## src/rtl/key_debounce_pkg.sv

```systemverilog
// ---------------------------------------------------------------------------
// key_pkg -- shared definitions for the push-button debouncer.
//
// Holds the debouncer FSM state enum and the default timing constants used
// as parameter defaults by key_debounce and ms_tick_gen.
// The optional auto-repeat feature is selected with macro KEY_REPEAT_EN.
// ---------------------------------------------------------------------------
package key_pkg;

  // Default timing: clk cycles per ms, and all other values in ms.
  localparam int CLK_PER_MS_DEF       = 44801;
  localparam int DEBOUNCE_MS_DEF      = 10;
  localparam int REPEAT_DELAY_MS_DEF  = 500;
  localparam int REPEAT_PERIOD_MS_DEF = 100;

  typedef enum logic [1:0] {
    IDLE      = 2'd0,  // released and stable
    PRESS_CHK = 2'd1,  // key seen pressed, waiting for a stable level
    HELD      = 2'd2,  // press accepted
    REL_CHK   = 2'd3   // key seen released, waiting for a stable level
  } key_state_e;

endpackage

```

## src/rtl/key_debounce_if.sv

```systemverilog
// ---------------------------------------------------------------------------
// key_debounce_if -- signal bundle between the debouncer and its user.
//
//   key_in    raw push-button level, 1 = pressed (driven by the user side)
//   ms_tick   one-clk pulse per millisecond
//   key_level debounced key state, 1 = pressed
//   key_pulse one-clk pulse per accepted press (plus repeats when enabled)
//
// Modports: master = user/stimulus side, slave = the debouncer.
// ---------------------------------------------------------------------------
interface key_debounce_if;
  logic key_in;
  logic ms_tick;
  logic key_level;
  logic key_pulse;

  modport master (output key_in, input ms_tick, key_level, key_pulse);
  modport slave  (input key_in, output ms_tick, key_level, key_pulse);
endinterface

```

## src/rtl/key_debounce_ms_tick_gen.sv

```systemverilog
// ---------------------------------------------------------------------------
// ms_tick_gen -- millisecond prescaler.
//
// Counts 0..CLK_PER_MS-1 and wraps; ms_tick is high exactly on the cycle the
// count equals CLK_PER_MS-1.
//
// Ports:
//   clk      sole clock
//   rst      asynchronous, active-low reset
//   ms_tick  one-clk pulse every CLK_PER_MS cycles
// ---------------------------------------------------------------------------
module ms_tick_gen
  import key_pkg::*;
#(
  parameter int CLK_PER_MS = CLK_PER_MS_DEF
) (
  input  logic clk,
  input  logic rst,
  output logic ms_tick
);

  localparam int CW = (CLK_PER_MS > 1) ? $clog2(CLK_PER_MS) : 1;
  localparam logic [CW-1:0] LAST = CW'(CLK_PER_MS - 1);

  logic [CW-1:0] cnt_reg;

  always_ff @(posedge clk or negedge rst) begin
    if (!rst) begin
      cnt_reg <= '0;
    end else if (cnt_reg == LAST) begin
      cnt_reg <= '0;
    end else begin
      cnt_reg <= cnt_reg + 1'b1;
    end
  end

  // Qualified with rst so the tick stays low during reset even when the
  // modulus is 1 (count 0 would otherwise already be the terminal count).
  assign ms_tick = rst && (cnt_reg == LAST);

endmodule

```

## src/rtl/key_debounce.sv

```systemverilog
// ---------------------------------------------------------------------------
// key_debounce -- push-button debouncer with optional auto-repeat.
//
// key_in is synchronised by two flops, then a four-state FSM requires the
// level to stay stable for DEBOUNCE_MS millisecond ticks before a press or
// release is accepted. Each accepted press yields one key_pulse.
//
// Optional feature (macro KEY_REPEAT_EN): while held, one extra key_pulse
// after REPEAT_DELAY_MS ms and then one every REPEAT_PERIOD_MS ms. Without
// the macro the repeat logic is not built.
//
// Ports:
//   clk   sole clock, all state on posedge
//   rst   asynchronous, active-low reset
//   kbd   key_debounce_if.slave: key_in in; ms_tick, key_level, key_pulse out
// ---------------------------------------------------------------------------
module key_debounce
  import key_pkg::*;
#(
  parameter int CLK_PER_MS       = CLK_PER_MS_DEF,
  parameter int DEBOUNCE_MS      = DEBOUNCE_MS_DEF,
  parameter int REPEAT_DELAY_MS  = REPEAT_DELAY_MS_DEF,
  parameter int REPEAT_PERIOD_MS = REPEAT_PERIOD_MS_DEF
) (
  input logic          clk,
  input logic          rst,
  key_debounce_if.slave kbd
);

  // The counter must reach the largest ms threshold in use.
  localparam int MAX_DR  = (DEBOUNCE_MS > REPEAT_DELAY_MS) ? DEBOUNCE_MS : REPEAT_DELAY_MS;
  localparam int CNT_MAX = (MAX_DR > REPEAT_PERIOD_MS) ? MAX_DR : REPEAT_PERIOD_MS;
  localparam int CW      = $clog2(CNT_MAX + 1);
  localparam logic [CW-1:0] DEB_C = CW'(DEBOUNCE_MS);

  logic ms_tick;
  logic sync1_reg;
  logic key_s;

  key_state_e    state_reg, state_next;
  logic [CW-1:0] ms_cnt_reg, ms_cnt_next;
  logic [CW-1:0] ms_cnt_inc;
  logic          level_reg, level_next;
  logic          pulse_reg, pulse_next;

  ms_tick_gen #(.CLK_PER_MS(CLK_PER_MS)) u_tick (
    .clk    (clk),
    .rst    (rst),
    .ms_tick(ms_tick)
  );

  always_ff @(posedge clk or negedge rst) begin
    if (!rst) begin
      sync1_reg <= 1'b0;
      key_s     <= 1'b0;
    end else begin
      sync1_reg <= kbd.key_in;
      key_s     <= sync1_reg;
    end
  end

  assign ms_cnt_inc = ms_cnt_reg + 1'b1;

`ifdef KEY_REPEAT_EN
  localparam logic [CW-1:0] DLY_C = CW'(REPEAT_DELAY_MS);
  localparam logic [CW-1:0] PER_C = CW'(REPEAT_PERIOD_MS);
  // 0 = waiting for the first repeat, 1 = in the periodic phase.
  logic          rep_phase_reg, rep_phase_next;
  logic [CW-1:0] rep_limit;
  assign rep_limit = rep_phase_reg ? PER_C : DLY_C;

  always_ff @(posedge clk or negedge rst) begin
    if (!rst) rep_phase_reg <= 1'b0;
    else      rep_phase_reg <= rep_phase_next;
  end
`endif

  always_ff @(posedge clk or negedge rst) begin
    if (!rst) begin
      state_reg  <= IDLE;
      ms_cnt_reg <= '0;
      level_reg  <= 1'b0;
      pulse_reg  <= 1'b0;
    end else begin
      state_reg  <= state_next;
      ms_cnt_reg <= ms_cnt_next;
      level_reg  <= level_next;
      pulse_reg  <= pulse_next;
    end
  end

  // A change of key_s always takes priority over a coincident ms_tick.
  always_comb begin
    state_next  = state_reg;
    ms_cnt_next = ms_cnt_reg;
    level_next  = level_reg;
    pulse_next  = 1'b0;
`ifdef KEY_REPEAT_EN
    rep_phase_next = rep_phase_reg;
`endif
    case (state_reg)
      IDLE: begin
        if (key_s) begin
          state_next  = PRESS_CHK;
          ms_cnt_next = '0;
        end
      end
      PRESS_CHK: begin
        if (!key_s) begin
          state_next  = IDLE;
          ms_cnt_next = '0;
        end else if (ms_tick) begin
          if (ms_cnt_inc == DEB_C) begin
            state_next  = HELD;
            ms_cnt_next = '0;
            level_next  = 1'b1;
            pulse_next  = 1'b1;
`ifdef KEY_REPEAT_EN
            rep_phase_next = 1'b0;
`endif
          end else begin
            ms_cnt_next = ms_cnt_inc;
          end
        end
      end
      HELD: begin
        if (!key_s) begin
          state_next  = REL_CHK;
          ms_cnt_next = '0;
        end
`ifdef KEY_REPEAT_EN
        else if (ms_tick) begin
          if (ms_cnt_inc == rep_limit) begin
            ms_cnt_next    = '0;
            pulse_next     = 1'b1;
            rep_phase_next = 1'b1;
          end else begin
            ms_cnt_next = ms_cnt_inc;
          end
        end
`endif
      end
      REL_CHK: begin
        if (key_s) begin
          // Release was a bounce: back to HELD with the repeat timer restarted.
          state_next  = HELD;
          ms_cnt_next = '0;
`ifdef KEY_REPEAT_EN
          rep_phase_next = 1'b0;
`endif
        end else if (ms_tick) begin
          if (ms_cnt_inc == DEB_C) begin
            state_next  = IDLE;
            ms_cnt_next = '0;
            level_next  = 1'b0;
          end else begin
            ms_cnt_next = ms_cnt_inc;
          end
        end
      end
      default: begin
        state_next  = IDLE;
        ms_cnt_next = '0;
      end
    endcase
  end

  assign kbd.ms_tick   = ms_tick;
  assign kbd.key_level = level_reg;
  assign kbd.key_pulse = pulse_reg;

endmodule

```

## src/flat_wrapper.sv

```systemverilog
// flat-port wrapper written by rule: the top's interface ports become plain ports
module key_debounce_flat import key_pkg::*;
#(
  parameter int CLK_PER_MS       = CLK_PER_MS_DEF,
  parameter int DEBOUNCE_MS      = DEBOUNCE_MS_DEF,
  parameter int REPEAT_DELAY_MS  = REPEAT_DELAY_MS_DEF,
  parameter int REPEAT_PERIOD_MS = REPEAT_PERIOD_MS_DEF
)
  (clk, rst, kbd_key_in, kbd_ms_tick, kbd_key_level, kbd_key_pulse);
  key_debounce_if kbd_i ();
  input logic clk;
  input logic rst;
  input wire logic [$bits(kbd_i.key_in)-1:0] kbd_key_in;
  output wire logic [$bits(kbd_i.ms_tick)-1:0] kbd_ms_tick;
  output wire logic [$bits(kbd_i.key_level)-1:0] kbd_key_level;
  output wire logic [$bits(kbd_i.key_pulse)-1:0] kbd_key_pulse;
  assign kbd_i.key_in = kbd_key_in;
  assign kbd_ms_tick = kbd_i.ms_tick;
  assign kbd_key_level = kbd_i.key_level;
  assign kbd_key_pulse = kbd_i.key_pulse;
  key_debounce #(.CLK_PER_MS(CLK_PER_MS), .DEBOUNCE_MS(DEBOUNCE_MS), .REPEAT_DELAY_MS(REPEAT_DELAY_MS), .REPEAT_PERIOD_MS(REPEAT_PERIOD_MS)) u_core (.clk(clk), .rst(rst), .kbd(kbd_i));
endmodule
```

## config.mk

```make
export PLATFORM = sky130hd
export DESIGN_NAME = key_debounce_flat
export DESIGN_NICKNAME = d
export VERILOG_FILES = /design/src/rtl/key_debounce_pkg.sv /design/src/rtl/key_debounce_if.sv /design/src/rtl/key_debounce_ms_tick_gen.sv /design/src/rtl/key_debounce.sv /design/src/flat_wrapper.sv
export SDC_FILE = /design/constraint.sdc
export NUM_CORES = 1
export LEC_CHECK = 0
export ABC_CLOCK_PERIOD_IN_PS = 2200
export CAP_MARGIN = 20
export CORE_ASPECT_RATIO = 0.75
export CORE_MARGIN = 1.5
export CORE_UTILIZATION = 31
export DETAILED_ROUTE_END_ITERATION = 12
export SYNTH_ARGS = -nofsm -noshare
export SYNTH_HDL_FRONTEND = slang
export SYNTH_SLANG_ARGS = --single-unit
```

## constraint.sdc

```tcl
create_clock -name clk -period 2.2 [get_ports clk]
set_clock_uncertainty 0.15 [all_clocks]
set_input_delay 0.55 -clock clk [delete_from_list [all_inputs] [get_ports clk]]
set_output_delay 0.55 -clock clk [all_outputs]
set_load 0.1 [all_outputs]
```

==> reports/qor.yml, run 1 <==
synthesis:
  synth.distinct_cells: 38
  async_reset_ff_share_pct: 100.0
  synth_top_cell_by_area: "dfrtp_1"
  ys_ff_latch: 31
  syn_avg_cell_area_um2: 9.291
  synth_ff_type: "dfrtp_1"
  synth_edf_count: 0
  yosys_warnings: 0
  yosysSeqAreaShare_pct: 46.13
  synth_top_cell_area_share_pct: 46.13
  synth_nets: 188
  synth_most_common_cell: "dfrtp_1"
  synth_common_cells: "31 x dfrtp_1, 19 x nand2_1, 18 x nor2_1"
  synthTopCellsByArea: "dfrtp_1 46%, nand2_1 4.2%, xnor2_1 4.2%"
  synth_cells: 181
  syn-cell-area_um2: 1682
layout:
  nFillCells: 528
  largest_reg_flops: 16
  antenna_cells: 0
  drive_gt1_share_pct: 27.15
  final_nets: 227
  fin_util_pct: 42.93
  syn2layout_area_growth_pct: 35.19
  finish.instance_area_um2: 2273
  stdcell_count: 296
clock_network:
  cts.reportedPaths.clkPinSlew_ps: 70
  clk-insertion-delay-late_ps: 280
  clock_path_buffers: 2
  cts-root-buf: "clkbuf_8"
  clock-sinks: 31
  cts_htree_levels: 2
  cts_made_buffers: 5
  cts_tree: "done"
worst_setup_path:
  cpMaxStageDelayCell: "dfrtp_1"
  cp_num_buf_inv: 3
  worst_setup_path_start_kind: "flop"
  r2r_start: "u_core.u_tick.cnt_reg[1]"
  critPathMaxStageDelay_ps: 380
  crit_required_ps: 1500
  end_kind: "primary output"
  r2r_slack_ps: -70
  critPathLaunch: "u_core.u_tick.cnt_reg[1]"
  path_cells: "inv_1, ha_2, nand2_2, or3_4, nor4_4, buf_4, buf_12"
  cp.arrival_ps: 1790
  path_class: "reg2out"
  crit_fanout: 2
  path_delay_family: "simple AND/OR/NAND/NOR gates"
placed_design:
  dp.cells: 285
  dp_hpwl_mm: 2.742
  placed_area_um2: 2036
  pre_cts_ws_ps: -311.0
  gp_congestion: 0.8210
  io_buffer_count: 5
global_route:
  grt_max_degree: 33
  grt_overflow_total: 0
  grt_pass1_vias: 1309
  grt_pass1_wl_mm: 6.492
  grt_util_all_layers_pct: 14.69
  antenna_found_initial: 0
run:
  maxCapViolCount: 0
timing:
  fin_crit_ps: 2491
  fmax_mhz: 401.4
  setup_slack_ps: -291.3
  slew_viol_final: 0
  tightest_slew_ps: 524.3
  rsz0062_at_grt: "yes"
  slew_headroom_pct: 64.92
  hold_violations: 0
  setup_viol: 4
  fin_crit_sh_pct: 113.2
pwr:
  powerDensity_nw_per_um2: 522.2
  ir_drop_uv: 299.8
  p_leak_uw: 0.0009630
  p_total_uw: 1187
drt:
  avgRoutedWirePerCell_um: 13.29
  vias_per_cell: 4.831
  routed_wl_mm: 3.935
  drtIter0Drc: 90
  dr.pass1.iters: 8
  ant_nets: 0
  vias: 1430
  drc_errors: 2
die:
  start_util_pct: 31.76
  coreArea_um2: 5295
  boundaryPins: 6
  rows: 23
  design.die.area_um2: 5880
  die_h_um: 66.79
  dieWidth_um: 88.05
outcome:
  status: "finished with violations"
  violations: "design-rule violations, negative setup slack"
worst_hold_path:
  hold_start: "u_core.sync1_reg"
  min_path_type: "reg2reg"
-- cell usage in the layout, fill, tap and decap left out, types with 3 or more instances in the layout --
cell type	instances
o21ai_0	9
o21ai_1	3
nand3b_1	3
and3_1	6
nor2_1	16
nor3_1	6
a21oi_1	7
dfrtp_1	30
xnor2_1	7
nand2_1	17
and2_1	4
o31ai_1	3
or3_1	3
xor2_1	6
nor4_1	3
inv_1	6
nand4_1	5
nand3_1	11
buf_4	27
clkbuf_8	6
-- report_power, final --
group | internal [µW] | switching [µW] | leakage [µW]
clock | 366 | 213 | 0.0000612
sequential | 573 | 2.61 | 0.000405
combinational | 9.38 | 23.1 | 0.000497
-- metrics by stage --
step	hold WS, ps	TNS (ps)
final	206.6	-410.9
after global routing	222.2	-1062
after CTS	210.3	-711.1
after detailed placement	194.3	-2294
after global placement	184.9	-1962
after floorplan	104.4	-65.68
-- path summary, 6_finish.rpt --
kind                                            endpoint  cells past startpoint
max in group asynchronous           u_core.ms_cnt_reg[0]                      2
worst min-delay path                        u_core.key_s                      0
worst min register to register              u_core.key_s                      0
worst max register to register                      flop                      9
min in group asynchronous       u_core.u_tick.cnt_reg[0]                      2
worst max-delay path                         kbd_ms_tick                      7
-- metal layers --
metal  share of wire [%]  GRT usage, %
met1                  54         23.11
met2                  40         18.42
met3                 5.6         5.081
met4                0.46         3.711
met5                   0             0
-- logic make-up (layout without fill, tap and decap cells) --
kind of cell | count (synthesis) | count (layout) | share of synthesized area, %
DFF | 31 | 31 | 46.13
adders and majority gates | 4 | 4 | 2.976
muxes | 1 | 1 | 0.8926
buffers and inverters | 9 | 49 | 2.157
and+or+nand+nor | 91 | 91 | 29.54
AOI/OAI and AO/OA | 31 | 31 | 11.01
xor gates and xnor gates | 14 | 14 | 7.292
-- cell type report --
cell class	instances	area, µm²	area share, %
well taps	75	93.84	4.128
repair buffers	35	325.3	14.31
clock inverters	2	35.03	1.541
multi-input cells	141	937.1	41.22
inverters	6	22.52	0.9906
clock buffers	6	82.58	3.632
flip-flops and latches	31	777.0	34.18
-- timing repair --
action,4_1_cts,5_1_grt
buffers inserted,2,1
pin swaps,4,5
resized for setup,7,15
setup endpoints to repair,4,14
cloned,0,1
hold buffers,0,0
(Power assumes the default switching activity.)
==> inputs of run 2 (changes only) <==
CORE_UTILIZATION = 54   (was 31)
PLACE_DENSITY = 0.75   (was default)
==> run 2 against run 1 <==
  * The run ends with negative setup slack left
  * Critical endpoint unchanged
  * Largest cell class unchanged
  * Flip-flop and latch count stayed put
  * Register-to-register slack hardly changed
  * Worst setup slack worse by 54 ps
  * Die area is 41% lower
  * Highest routed layer unchanged
  * Cell count is 14% lower
  * Routed wire length is 2.2% higher
==> reports/qor.yml, run 2 (synthesis gave the netlist of run 1 again) <==
worst_setup_path:
  path_class: "reg2out"
  path_delay_family: "simple AND/OR/NAND/NOR gates"
  crit_required_ps: 1500  # about the same
  path_cells: "or4_4, nor4_4, buf_4, buf_12"
  crit_fanout: 2  # unchanged
  cp_num_buf_inv: 2  # -1
  cpMaxStageDelayCell: "or4_4"
  end_kind: "primary output"
  cp.arrival_ps: 1840  # +50 ps
  critPathMaxStageDelay_ps: 550  # +170 ps
  worst_setup_path_start_kind: "flop"
timing:
  setup_slack_ps: -344.8  # -53.50 ps
  slew_viol_final: 0  # unchanged
  setup_viol: 7  # +3
  fin_crit_ps: 2545  # +53.50 ps
  tightest_slew_ps: 569.2  # +44.97 ps
  rsz0062_at_grt: "yes"
  fmax_mhz: 393.0  # -2.1%
  hold_violations: 0  # unchanged
  slew_headroom_pct: 61.91  # -3.0 points
  fin_crit_sh_pct: 115.7  # +2.4 points
die:
  start_util_pct: 56.88  # +25 points
  design.die.area_um2: 3461  # -41%
  coreArea_um2: 2957  # -44%
  rows: 17  # -26%
  die_h_um: 51.33  # -23%
  dieWidth_um: 67.44  # -23%
  boundaryPins: 6  # unchanged
global_route:
  grtUsageMet1_pct: 37.07  # +14 points
  grt_pass1_wl_mm: 6.589  # +1.5%
  antenna_found_initial: 0  # unchanged
  gr-usage-met2_pct: 40.10  # +22 points
  grt_pass1_vias: 1411  # +7.8%
  grt_max_degree: 33  # unchanged
  use_met3_pct: 6.167  # +1.1 points
  grt_overflow_total: 0  # unchanged
  grt_util_all_layers_pct: 26.16  # +11 points
  grt-busiest-layer: "met2"
drt:
  avgRoutedWirePerCell_um: 15.77  # +19%
  drtIter0Drc: 200  # +120%
  ant_nets: 0  # unchanged
  vias: 1511  # +5.7%
  routed_wl_mm: 4.021  # +2.2%
  vias_per_cell: 5.925  # +23%
  drc_errors: 0  # -2
  dr.pass1.iters: 4  # -4
pwr:
  combPwrFrac_pct: 3.0  # +0.3 points
  p_sw_share_pct: 20.03  # -0.099 points
  p_seq_share_pct: 50.3  # +1.8 points
  powerDensity_nw_per_um2: 522.8  # +0.12%
  ir_drop_uv: 557.1  # +86%
  p_int_uw: 914.5  # -3.6%
  p_leak_uw: 0.0009588  # -0.43%
  power.switching_uw: 229.0  # -4.2%
  clock_power_share_pct: 46.7  # -2.1 points
layout:
  finish.instance_area_um2: 2187  # -3.8%
  final_nets: 224  # -1.3%
  largest_reg_flops: 16  # unchanged
  layout_common_cells: "30 x dfrtp_1, 25 x buf_4, 18 x nand2_1, 16 x nor2_1, 11 x nand3_1"
  layout_commonest_cell: "dfrtp_1"
  antenna_cells: 0  # unchanged
  stdcell_count: 255  # -14%
  nFillCells: 199  # -62%
  drive_gt1_share_pct: 26.73  # -0.42 points
  multiInputGateArea_um2: 938.4  # +0.13%
  fin_util_pct: 73.97  # +31 points
  seq_area_um2: 777.0  # unchanged
  syn2layout_area_growth_pct: 30.06
run:
  maxCapViolCount: 0  # unchanged
placed_design:
  io_buffer_count: 5  # unchanged
  pre_cts_ws_ps: -265.1  # +45.85 ps
  gp_congestion: 0.8913  # +8.6%
  dp.cells: 242  # -15%
  placed_area_um2: 1944  # -4.5%
  dp_hpwl_mm: 2.695  # -1.7%
clock_network:
  holdBufCountCts: 0  # unchanged
  cts-root-buf: "clkbuf_8"
  clk-insertion-delay-late_ps: 280  # about the same
  cts_htree_levels: 2  # unchanged
  cts.reportedPaths.clkPinSlew_ps: 70  # about the same
  cts_tree: "done"
  cts_made_buffers: 5  # unchanged
  clock-sinks: 31  # unchanged
  clock_path_buffers: 2  # unchanged
outcome:
  violations: "negative setup slack"
  status: "finished with violations"
worst_hold_path:
  min_path_type: "reg2reg"
## run 2: metal layers
| layer | vias up | routed length [µm] | part of all wire [%] |
|---|---|---|---|
| met3 | 9 | 197 | 4.9 |
| met2 | 59 | 1918 | 48 |
| met1 | 722 | 1867 | 46 |
| met5 | - | 0 | 0 |
| li1 | 721 | - | - |
| met4 | 0 | 38 | 0.95 |
## run 2: what timing repair did
item	4_1_cts	5_1_grt
gates cloned	0	1
pin swaps	1	5
gates resized for setup	7	22
setup buffers	0	5
setup endpoints to repair	10	14
## run 2: final timing paths
check | startpoint | end | slack (ps) | cells past startpoint
max in group asynchronous | rst | u_core.u_tick.cnt_reg[13] | 1030 | 2
max | u_core.u_tick.cnt_reg[5] | kbd_ms_tick | -340 | 4
min in group asynchronous | rst | u_core.u_tick.cnt_reg[4] | 550 | 2
min reg2reg | u_core.sync1_reg | u_core.key_s | 210 | 0
min | u_core.sync1_reg | u_core.key_s | 210 | 0
max reg2reg | u_core.u_tick.cnt_reg[5] | flop | -70 | 6
## run 2: layout make-up
type,instances,area share (%)
inverters,6,1.030
well taps,38,2.174
repair buffers,32,13.67
clock inverters,1,1.373
multi-input cells,141,42.91
flip-flops and latches,31,35.53
clock buffers,6,3.318
## run 2: metrics by stage
stage / total power [µW] / TNS (ps) / hold WS (ps)
finish: 1143 / -495.5 / 206.1
global placement: 616.2 / -1983 / 194.2
floorplan: 597.3 / -65.68 / 104.4
CTS: 1151 / -352.3 / 212.6
global route: 1175 / -1320 / 215.5
detailed placement: 617.3 / -2444 / 187.0
## run 2: power by group through the flow
| stage | Clock, µW | Combinational (µW) | Sequential, µW |
|---|---|---|---|
| 6_report | 534 | 34.1 | 575 |
| 3_5_place_dp | 0 | 31.9 | 585 |
| 2_1_floorplan | 0 | 12.1 | 585 |
| 5_1_grt | 560 | 39.6 | 575 |
| 3_3_place_gp | 0 | 30.8 | 585 |
| 4_1_cts | 544 | 32.0 | 575 |
## run 2: worst register-to-register path, stage by stage (launching register included)
cell and delay, ps:
dfrtp_1 390, or4_4 550, nor4_4 280, buf_4 170
nand3_2 60, or2_4 250, mux2_4 300
==> inputs of run 3 (changes only) <==
ABC_CLOCK_PERIOD_IN_PS = 2900   (was 2200)
PLACE_DENSITY = 0.72   (was 0.75)
clock period = 2.9 ns   (was 2.2 ns; I/O delays follow)
==> run 3 against run 2 <==
  * Sequential power fell by 24%
  * Largest power group unchanged
  * Highest routed layer unchanged
  * The flow now finishes without violations
  * Sequential share of layout area rose by 5.4 points
  * Largest cell class unchanged
  * Final area fell by 13%
==> reports/qor.yml, run 3 (synthesis gave the netlist of run 1 again) <==
drt:
  routed_wl_mm: 3.628  # -9.8%
  vias_per_cell: 6.117  # +3.2%
  vias: 1413  # -6.5%
  dr.pass1.iters: 6  # +2
  avgRoutedWirePerCell_um: 15.71  # -0.40%
  drtIter0Drc: 126  # -37%
  drc_errors: 0  # unchanged
  ant_nets: 0  # unchanged
pwr:
  p_seq_share_pct: 50.4  # about the same
  power.switching_uw: 172.7  # -25%
  p_int_uw: 692.7  # -24%
  clock_power_share_pct: 46.8  # about the same
  ir_drop_uv: 294.5  # -47%
  powerDensity_nw_per_um2: 456.2  # -13%
  p_leak_uw: 0.0007941  # -17%
  combPwrFrac_pct: 2.8  # -0.2 points
  p_sw_share_pct: 19.95  # -0.072 points
global_route:
  grt_pass1_vias: 1255  # -11%
  grt_pass1_wl_mm: 6.085  # -7.6%
  antenna_found_initial: 0  # unchanged
  grt_util_all_layers_pct: 24.45  # -1.7 points
  grt_overflow_total: 0  # unchanged
  grt_max_degree: 33  # unchanged
run:
  maxCapViolCount: 0  # unchanged
clock_network:
  clock-sinks: 31  # unchanged
  cts.reportedPaths.clkPinSlew_ps: 70  # about the same
  cts_setup_buffers: 0  # unchanged
  cts_htree_levels: 2  # unchanged
  cts-root-buf: "clkbuf_8"
  cts_made_buffers: 5  # unchanged
  cts_tree: "done"
  clk-insertion-delay-late_ps: 280  # about the same
  clock_path_buffers: 2  # unchanged
worst_hold_path:
  min_path_type: "reg2reg"
placed_design:
  dp_hpwl_mm: 2.545  # -5.6%
  gp_congestion: 0.8695  # -2.4%
  io_buffer_count: 5  # unchanged
  dp.cells: 224  # -7.4%
worst_setup_path:
  worst_setup_path_start_kind: "flop"
  end_kind: "primary output"
  crit_fanout: 7  # +5
  crit_required_ps: 2030  # +530 ps
  path_class: "reg2out"
  cp.arrival_ps: 1930  # +90 ps
timing:
  fin_setup_tns_ps: 0  # +495.5 ps
  rsz0062_at_grt: "no"
  holdWs_ps: 199.6  # -6.501 ps
  slew_headroom_pct: 56.90  # -5.0 points
  fmax_mhz: 356.8
  hold_violations: 0  # unchanged
  setup_viol: 0  # -7
  fin_crit_ps: 2802
  slew_viol_final: 0  # unchanged
  fin_crit_sh_pct: 96.64
  tightest_slew_ps: 644.2  # +74.94 ps
die:
  boundaryPins: 6  # unchanged
  start_util_pct: 56.88  # unchanged
  die_h_um: 51.33  # unchanged
  design.die.area_um2: 3461  # unchanged
  coreArea_um2: 2957  # unchanged
  dieWidth_um: 67.44  # unchanged
  rows: 17  # unchanged
layout:
  final_nets: 200  # -11%
  stdcell_count: 231  # -9.4%
  syn2layout_area_growth_pct: 12.80
  drive_gt1_share_pct: 9.326  # -17 points
  fin_util_pct: 64.16  # -9.8 points
  antenna_cells: 0  # unchanged
  layout_common_cells: "30 x dfrtp_1, 19 x nand2_1, 18 x nor2_1, 12 x nand3_1, 12 x o21ai_0"
  layout_commonest_cell: "dfrtp_1"
  largest_reg_flops: 16  # unchanged
outcome:
  status: "complete, no violations"
-- run 3: changes by cell type in the layout (fill, tap and decap cells not counted), moves of 2 or more --
cell	change
ha_2	-2
o21ai_0	+8
nor2_1	+2
buf_4	-20
o21ai_1	-8
nor2_2	-2
o31ai_1	+3
ha_1	+2
o31ai_2	-3
-- run 3: worst paths after layout --
check / startpoint / end / slack [ps] / cells past startpoint
setup / recovery: u_core.u_tick.cnt_reg[0] / kbd_ms_tick / 100 / 7
hold / removal: u_core.sync1_reg / u_core.key_s / 200 / 0
setup reg to reg: u_core.u_tick.cnt_reg[0] / u_core.ms_cnt_reg[7] / 490 / 10
hold reg to reg: u_core.sync1_reg / u_core.key_s / 200 / 0
max in group asynchronous: rst / u_core.u_tick.cnt_reg[0] / 1550 / 2
min in group asynchronous: rst / u_core.u_tick.cnt_reg[6] / 730 / 2
-- run 3: final cells by class --
| type | count | area [µm²] |
|---|---|---|
| Tap cell | 38 | 47.55 |
| Sequential cell | 31 | 777.0 |
| Inverter | 6 | 22.52 |
| Timing Repair Buffer | 8 | 77.57 |
| Clock buffer | 6 | 72.57 |
| Fill cell | 239 | 1060 |
| Multi-Input combinational cell | 141 | 869.6 |
| Clock inverter | 1 | 30.03 |
-- run 3: power by group through the flow --
stage	sequential [µW]	clock (µW)	combinational (µW)
final	436	405	24.1
after CTS	436	413	24.6
after detailed placement	444	0	24.5
after floorplan	444	0	9.19
after global placement	444	0	23.5
after global routing	436	428	27.6
-- run 3: metrics by stage --
stage	total power (µW)	setup slack (ps)	area, µm²
floorplan	453.1	180.9	1682
global placement	467.6	131.0	1793
detailed placement	468.7	137.8	1793
CTS	873.5	66.52	1896
global route	892.2	6.611	1897
finish	865.4	97.54	1897
-- run 3: repair_timing --
| item | CTS | global route |
|---|---|---|
| hold buffers | 0 | 0 |
| resized for setup | 0 | 1 |
| endpoints found under the setup margin | 0 | 1 |
-- run 3: per-layer routing --
metal | GRT usage [%] | vias to the layer above | part of all wire (%)
li1 | - | 668 | -
met1 | 34.63 | 667 | 47
met2 | 35.97 | 65 | 44
met3 | 6.167 | 13 | 7.0
met4 | 9.524 | 0 | 2.0
met5 | 0 | - | 0
-- run 3: critical path, cell delays in order (launching register included) --
cell,delay (ps)
dfrtp_2,450
inv_1,70
ha_1,160
nand2_1,60
or3_4,340
nor4_4,200
buf_4,180
buf_12,170
